[src/rtl/present_mask_pkg.sv]
// present_mask_pkg: shared widths, share count, FSM states and per-share affine constants
package present_mask_pkg;
    localparam int NIBBLE_W = 4;
    localparam int SHARES = 3;
    localparam logic [SHARES-1:0] C = 3'b001;
    typedef enum logic [1:0] {IDLE, BUSY, DONE} state_t;
endpackage

[src/rtl/inv_affine_nib.sv]
// inv_affine_nib: per-share 4-bit inverse of the masked S-box output affine map
module inv_affine_nib #(
    parameter logic C_SEL = 1'b0
) (
    input  logic [3:0] y,
    output logic [3:0] x
);
    assign x = {y[1], y[3] ^ y[2] ^ C_SEL, y[2], y[0]};
endmodule

[src/rtl/masked_inv_affine_layer.sv]
// masked_inv_affine_layer: nibble-serial 3-share inverse output affine over a full state
module masked_inv_affine_layer
    import present_mask_pkg::*;
#(
    parameter int NIBBLES = 16
) (
    input  logic                        clk,
    input  logic                        rst_n,
    input  logic                        in_valid,
    output logic                        in_ready,
    input  logic [NIBBLE_W*NIBBLES-1:0] in_s1,
    input  logic [NIBBLE_W*NIBBLES-1:0] in_s2,
    input  logic [NIBBLE_W*NIBBLES-1:0] in_s3,
    output logic                        out_valid,
    input  logic                        out_ready,
    output logic [NIBBLE_W*NIBBLES-1:0] out_s1,
    output logic [NIBBLE_W*NIBBLES-1:0] out_s2,
    output logic [NIBBLE_W*NIBBLES-1:0] out_s3
);
    localparam int W = NIBBLE_W * NIBBLES;
    localparam int CW = NIBBLES > 1 ? $clog2(NIBBLES) : 1;
    state_t state;
    logic [CW-1:0] cnt;
    logic [W-1:0] sh [SHARES];
    logic [NIBBLE_W-1:0] nib [SHARES];
    for (genvar i = 0; i < SHARES; i++) begin : g_share
        inv_affine_nib #(.C_SEL(C[i])) u_nib (.y(sh[i][NIBBLE_W-1:0]), .x(nib[i]));
    end
    // Each share rotates right by one nibble with its transformed low nibble entering at the top
    always_ff @(posedge clk or negedge rst_n) begin
        if (!rst_n) begin
            state <= IDLE;
            cnt <= '0;
            for (int k = 0; k < SHARES; k++) sh[k] <= '0;
        end else begin
            case (state)
                IDLE: if (in_valid) begin
                    sh[0] <= in_s1;
                    sh[1] <= in_s2;
                    sh[2] <= in_s3;
                    cnt <= '0;
                    state <= BUSY;
                end
                BUSY: begin
                    for (int k = 0; k < SHARES; k++) sh[k] <= {nib[k], sh[k][W-1:NIBBLE_W]};
                    cnt <= cnt + 1'b1;
                    if (cnt == CW'(NIBBLES - 1)) state <= DONE;
                end
                DONE: if (out_ready) state <= IDLE;
                default: state <= IDLE;
            endcase
        end
    end
    assign in_ready = state == IDLE;
    assign out_valid = state == DONE;
    assign out_s1 = sh[0];
    assign out_s2 = sh[1];
    assign out_s3 = sh[2];
endmodule

[config.mk]
export PLATFORM = sky130hd
export DESIGN_NAME = masked_inv_affine_layer
export DESIGN_NICKNAME = d
export VERILOG_FILES = /design/src/rtl/present_mask_pkg.sv /design/src/rtl/inv_affine_nib.sv /design/src/rtl/masked_inv_affine_layer.sv
export SDC_FILE = /design/constraint.sdc
export NUM_CORES = 1
export LEC_CHECK = 0
export CAP_MARGIN = 20
export CORE_AREA = 2 2 153 155
export CTS_CLUSTER_SIZE = 16
export DETAILED_ROUTE_END_ITERATION = 10
export DIE_AREA = 0 0 155 157
export PLACE_DENSITY = 0.75
export SLEW_MARGIN = 20
export SYNTH_ARGS = -nofsm -noshare
export SYNTH_HDL_FRONTEND = slang
export SYNTH_SLANG_ARGS = --single-unit
[constraint.sdc]
create_clock -name clk -period 1.57 [get_ports clk]
set_input_delay 0.314 -clock clk [delete_from_list [all_inputs] [get_ports clk]]
set_output_delay 0.314 -clock clk [all_outputs]
set_load 0.005 [all_outputs]
==> parameters.txt <==
Parameter                              Value

Timing
  Final worst-path setup slack    -0.0540 ns
  Maximum clock frequency    0.616 GHz
  Final Critical Period    ~1.6 ns
  Number of setup violations in the final report    27
  Total count of hold-check failures in the final report    0
  Pins Over Slew Limit    0
  Unrepaired setup endpoints after global routing    yes
  Period utilisation layout    103%
  Worst-Margin Slew    0.410 ns
  Worst hold margin    0.377 ns
  Worst clock skew on the final layout    about 0.017 ns
  Slew margin rel.    72.7%

Placed design
  Half-perimeter wire length after detailed placement    23.1 mm
  Setup WS pre-CTS    -0.289 ns
  Gpl congestion    0.848
  Placed insts    between 1500 and 2000
  Number of buffers added on ports    approximately 400

Floorplanning
  Area enclosed by the die boundary    around 24000 um2
  Die width    155 um
  Initial Utilization    39.3%
  Height of the die    between 150 and 200 um
  Std-Cell Rows    55
  Area of the placeable core    22500 um2
  Total I/O pin count    390

Run
  MaxCap Viol Count    0

Logic synthesis
  Number of nets produced by synthesis    1099
  Adder and majority cell fraction of the synthesized area    0.142%
  Dominant combinational cell family by area after synthesis    compound AO/OA/AOI/OAI gates
  Mux cell area share after synthesis    less than 1%
  Compound-gate portion of the synthesized area    28.4%
  Yosys synthesis warning count    0
  Unique masters post-synth    28
  #FFs+latches synth    198
  Netlist area before placement    approximately 8800 um2
  Post-synthesis instance total    902
  Avg Cell Area, Syn    9.80 um2
  Simple-gate share of the synthesized area    9.46%
  Area share of xor/xnor cells in the synthesized design    less than 1%
  Seq/Total Area, Yosys    56.1%

Pwr
  Power, Total    29.2 mW
  Reported leakage power    roughly 7.0 nW
  Maximum ir drop on the vdd rail    980 uV
  Power per cell area    1900 nW/um2

Setup path
  Dominant delay contributor by cell family on the critical path    buffers and inverters
  Setup crit end kind    register
  Peak per-stage delay on the critical path    about 0.52 ns
  Worst path arrival time    1.98 ns
  Launching element type of the critical path    register
  Critical path's slowest cell    sky130_fd_sc_hd__dfrtp_4
  Crit path buf inv count    4
  Cell occurring most often along the worst timing path    sky130_fd_sc_hd__clkbuf_16
  Critical path class    register to register
  Data required time of the critical path    approximately 1.9 ns
  Critical Path Fanout Max    6
  Cells along the critical path    buf_8 > nor2b_4 > buf_12 > clkbuf_16 > clkbuf_16 > a22oi_1 > o21ai_1

Cells and area
  Count of non-filler cells in the finished layout    1725
  Number of fill cells    about 1800
  Share of the core filled with cells    68.2%
  Leading cell type in the layout, fill and taps excluded    sky130_fd_sc_hd__clkdlybuf4s50_1
  Layout overhead on the synthesized area    73.7%
  Diode insertion count for antenna repair    0
  Most frequent cells in the layout    sky130_fd_sc_hd__clkdlybuf4s50_1, sky130_fd_sc_hd__dfrtp_1, sky130_fd_sc_hd__dlygate4sd2_1
  Proportion of layout cells with a drive suffix above 1    ~19%
  Fin nets    1624

Routing
  Wirelength per Cell    ~21 um
  Wire length after detailed routing    36.7 mm
  Number of antenna-violating nets in the routed design    0
  First-pass iteration count of the detailed router    6
  Ratio of routed vias to standard cells    between 5 and 6
  Number of DRC violations after detailed routing    0
  Number of DRC violations after detailed-routing iteration 0    764
  DR vias    between 9000 and 10000

Global route
  Initial antenna violation count    0
  Global-route wire length before repair    between 50 and 60 mm
  Number of global-route vias before repair    9380
  Largest net degree at the start of global routing    94
  Total overflow reported by the global router    0
  Overall global routing resource usage    28.3%

Outcome
  Result of the run    finished, violations left
  Violated checks    negative setup slack

Clocking
  CTS H-tree depth    4
  Root Driver    sky130_fd_sc_hd__clkbuf_16
  Clock tree from TritonCTS    built
  Clock Tree Buf Depth    2
  Number of buffers inserted during clock tree synthesis    17
  Clock slew seen by the registers of the worst setup and hold paths    0.08 ns
  CTS sink count    between 150 and 200
  Clock latency on the worst-skew pair    0.44 ns

Min path
  Class of the most critical hold timing path    primary input to asynchronous set/reset pin
==> what timing repair did <==
item	in CTS	in global routing
hold buffers	1	0
endpoints found under the hold margin	32	0
resized for setup	222	192
cloned	0	14
pin swaps	1	22
setup endpoints to repair	195	180
buffers inserted	115	6
==> area by class of cell <==
type	instances	area, um2	share of cell area, %
multi-input combinational	615	3590	23.4
tap	285	357	2.32
inverter	2	7.51	0.0489
sequential	198	4970	32.4
clock buffer	19	443	2.89
timing repair buffer	593	5840	38.1
clock inverter	13	135	0.880
==> cell families after synthesis <==
group / count (synthesis)
XOR/XNOR: 3
AO/OA/AOI/OAI: 403
adder cells (fa/ha/maj): 1
AND/OR/NAND/NOR: 204
multiplexers: 4
buffers and inverters: 89
flip-flops: 198
==> layer usage <==
layer / share of wire [%] / wire length [um] / up-vias / GRT usage, %
met2: 49 / 17900 / 546 / 47.3
met5: 0 / 0 / - / 0
met1: 40 / 14600 / 4770 / 35.9
met4: 3.3 / 1220 / 0 / 11.1
met3: 8.0 / 2930 / 78 / 6.36
li1: - / - / 4335 / -
==> sequential cells by signal, summed over array words and instances (netlist names) <==
name and cells:
state 2, out_s2 64, cnt 4, out_s3 64
out_s1 64
==> where the power goes <==
group	internal [mW]	switching, mW	leakage [nW]	total, mW
sequential	7.47	1.82	2.49	9.29
clock	2.16	2.21	0.284	4.38
combinational	8.34	7.20	4.21	15.5
total	18.0	11.2	6.99	29.2
==> worst reg2reg max path: cells and delay by family, from the launching register on <==
| family | cells | cell delay [ns] |
|---|---|---|
| DFF | 1 | 0.52 |
| AOI/OAI and AO/OA | 2 | 0.24 |
| and+or+nand+nor | 1 | 0.14 |
| buffers and inverters | 4 | 0.64 |
==> cells in the mapped netlist <==
master                      instances  area (um2)
sky130_fd_sc_hd__a211oi_1           1        7.51
sky130_fd_sc_hd__a21oi_1           16        80.1
sky130_fd_sc_hd__a22o_1             2        17.5
sky130_fd_sc_hd__a22oi_1          188        1410
sky130_fd_sc_hd__a41oi_1            1        8.76
sky130_fd_sc_hd__and2b_1            2        15.0
sky130_fd_sc_hd__and3b_1            1        8.76
sky130_fd_sc_hd__buf_2             31         155
sky130_fd_sc_hd__buf_4             21         158
sky130_fd_sc_hd__buf_6              1        11.3
sky130_fd_sc_hd__clkbuf_1          34         128
sky130_fd_sc_hd__dfrtp_1          198        4950
sky130_fd_sc_hd__ha_1               1        12.5
sky130_fd_sc_hd__inv_1              2        7.51
sky130_fd_sc_hd__mux2i_1            4        40.0
sky130_fd_sc_hd__nand2_1          179         672
sky130_fd_sc_hd__nand2b_1           2        12.5
sky130_fd_sc_hd__nand3_1            2        10.0
sky130_fd_sc_hd__nor2_1             1        3.75
sky130_fd_sc_hd__nor2b_1           15        93.8
sky130_fd_sc_hd__nor2b_4            1        13.8
sky130_fd_sc_hd__o21ai_0          188         941
sky130_fd_sc_hd__o21ai_1            5        25.0
sky130_fd_sc_hd__o21bai_1           1        7.51
sky130_fd_sc_hd__o2bb2ai_1          1        8.76
sky130_fd_sc_hd__or2_2              1        6.26
sky130_fd_sc_hd__xnor2_1            1        8.76
sky130_fd_sc_hd__xor2_1             2        17.5
==> through the flow <==
step | cell area [um2] | setup TNS (ns)
after floorplan | 8840 | 0
after global placement | 13500 | -36.30
after detailed placement | 13500 | -39.49
after CTS | 14700 | -0.0533
after global routing | 15300 | -5.59
final | 15300 | -0.325
==> path summary, 6_finish.rpt <==
check                           slack, ns         end       start  depth (start not counted)
worst max-delay path                -0.05  out_s3[29]    state[0]                          7
worst min-delay path                 0.38  out_s1[58]       rst_n                          2
worst max register to register      -0.05  out_s3[29]    state[0]                          7
worst min register to register       0.51  out_s3[16]  out_s3[16]                          2
max in group asynchronous            0.64   out_s2[2]       rst_n                          3
min in group clk                     0.51  out_s3[16]  out_s3[16]                          2
Note: power is estimated with default switching activity, not from simulation.
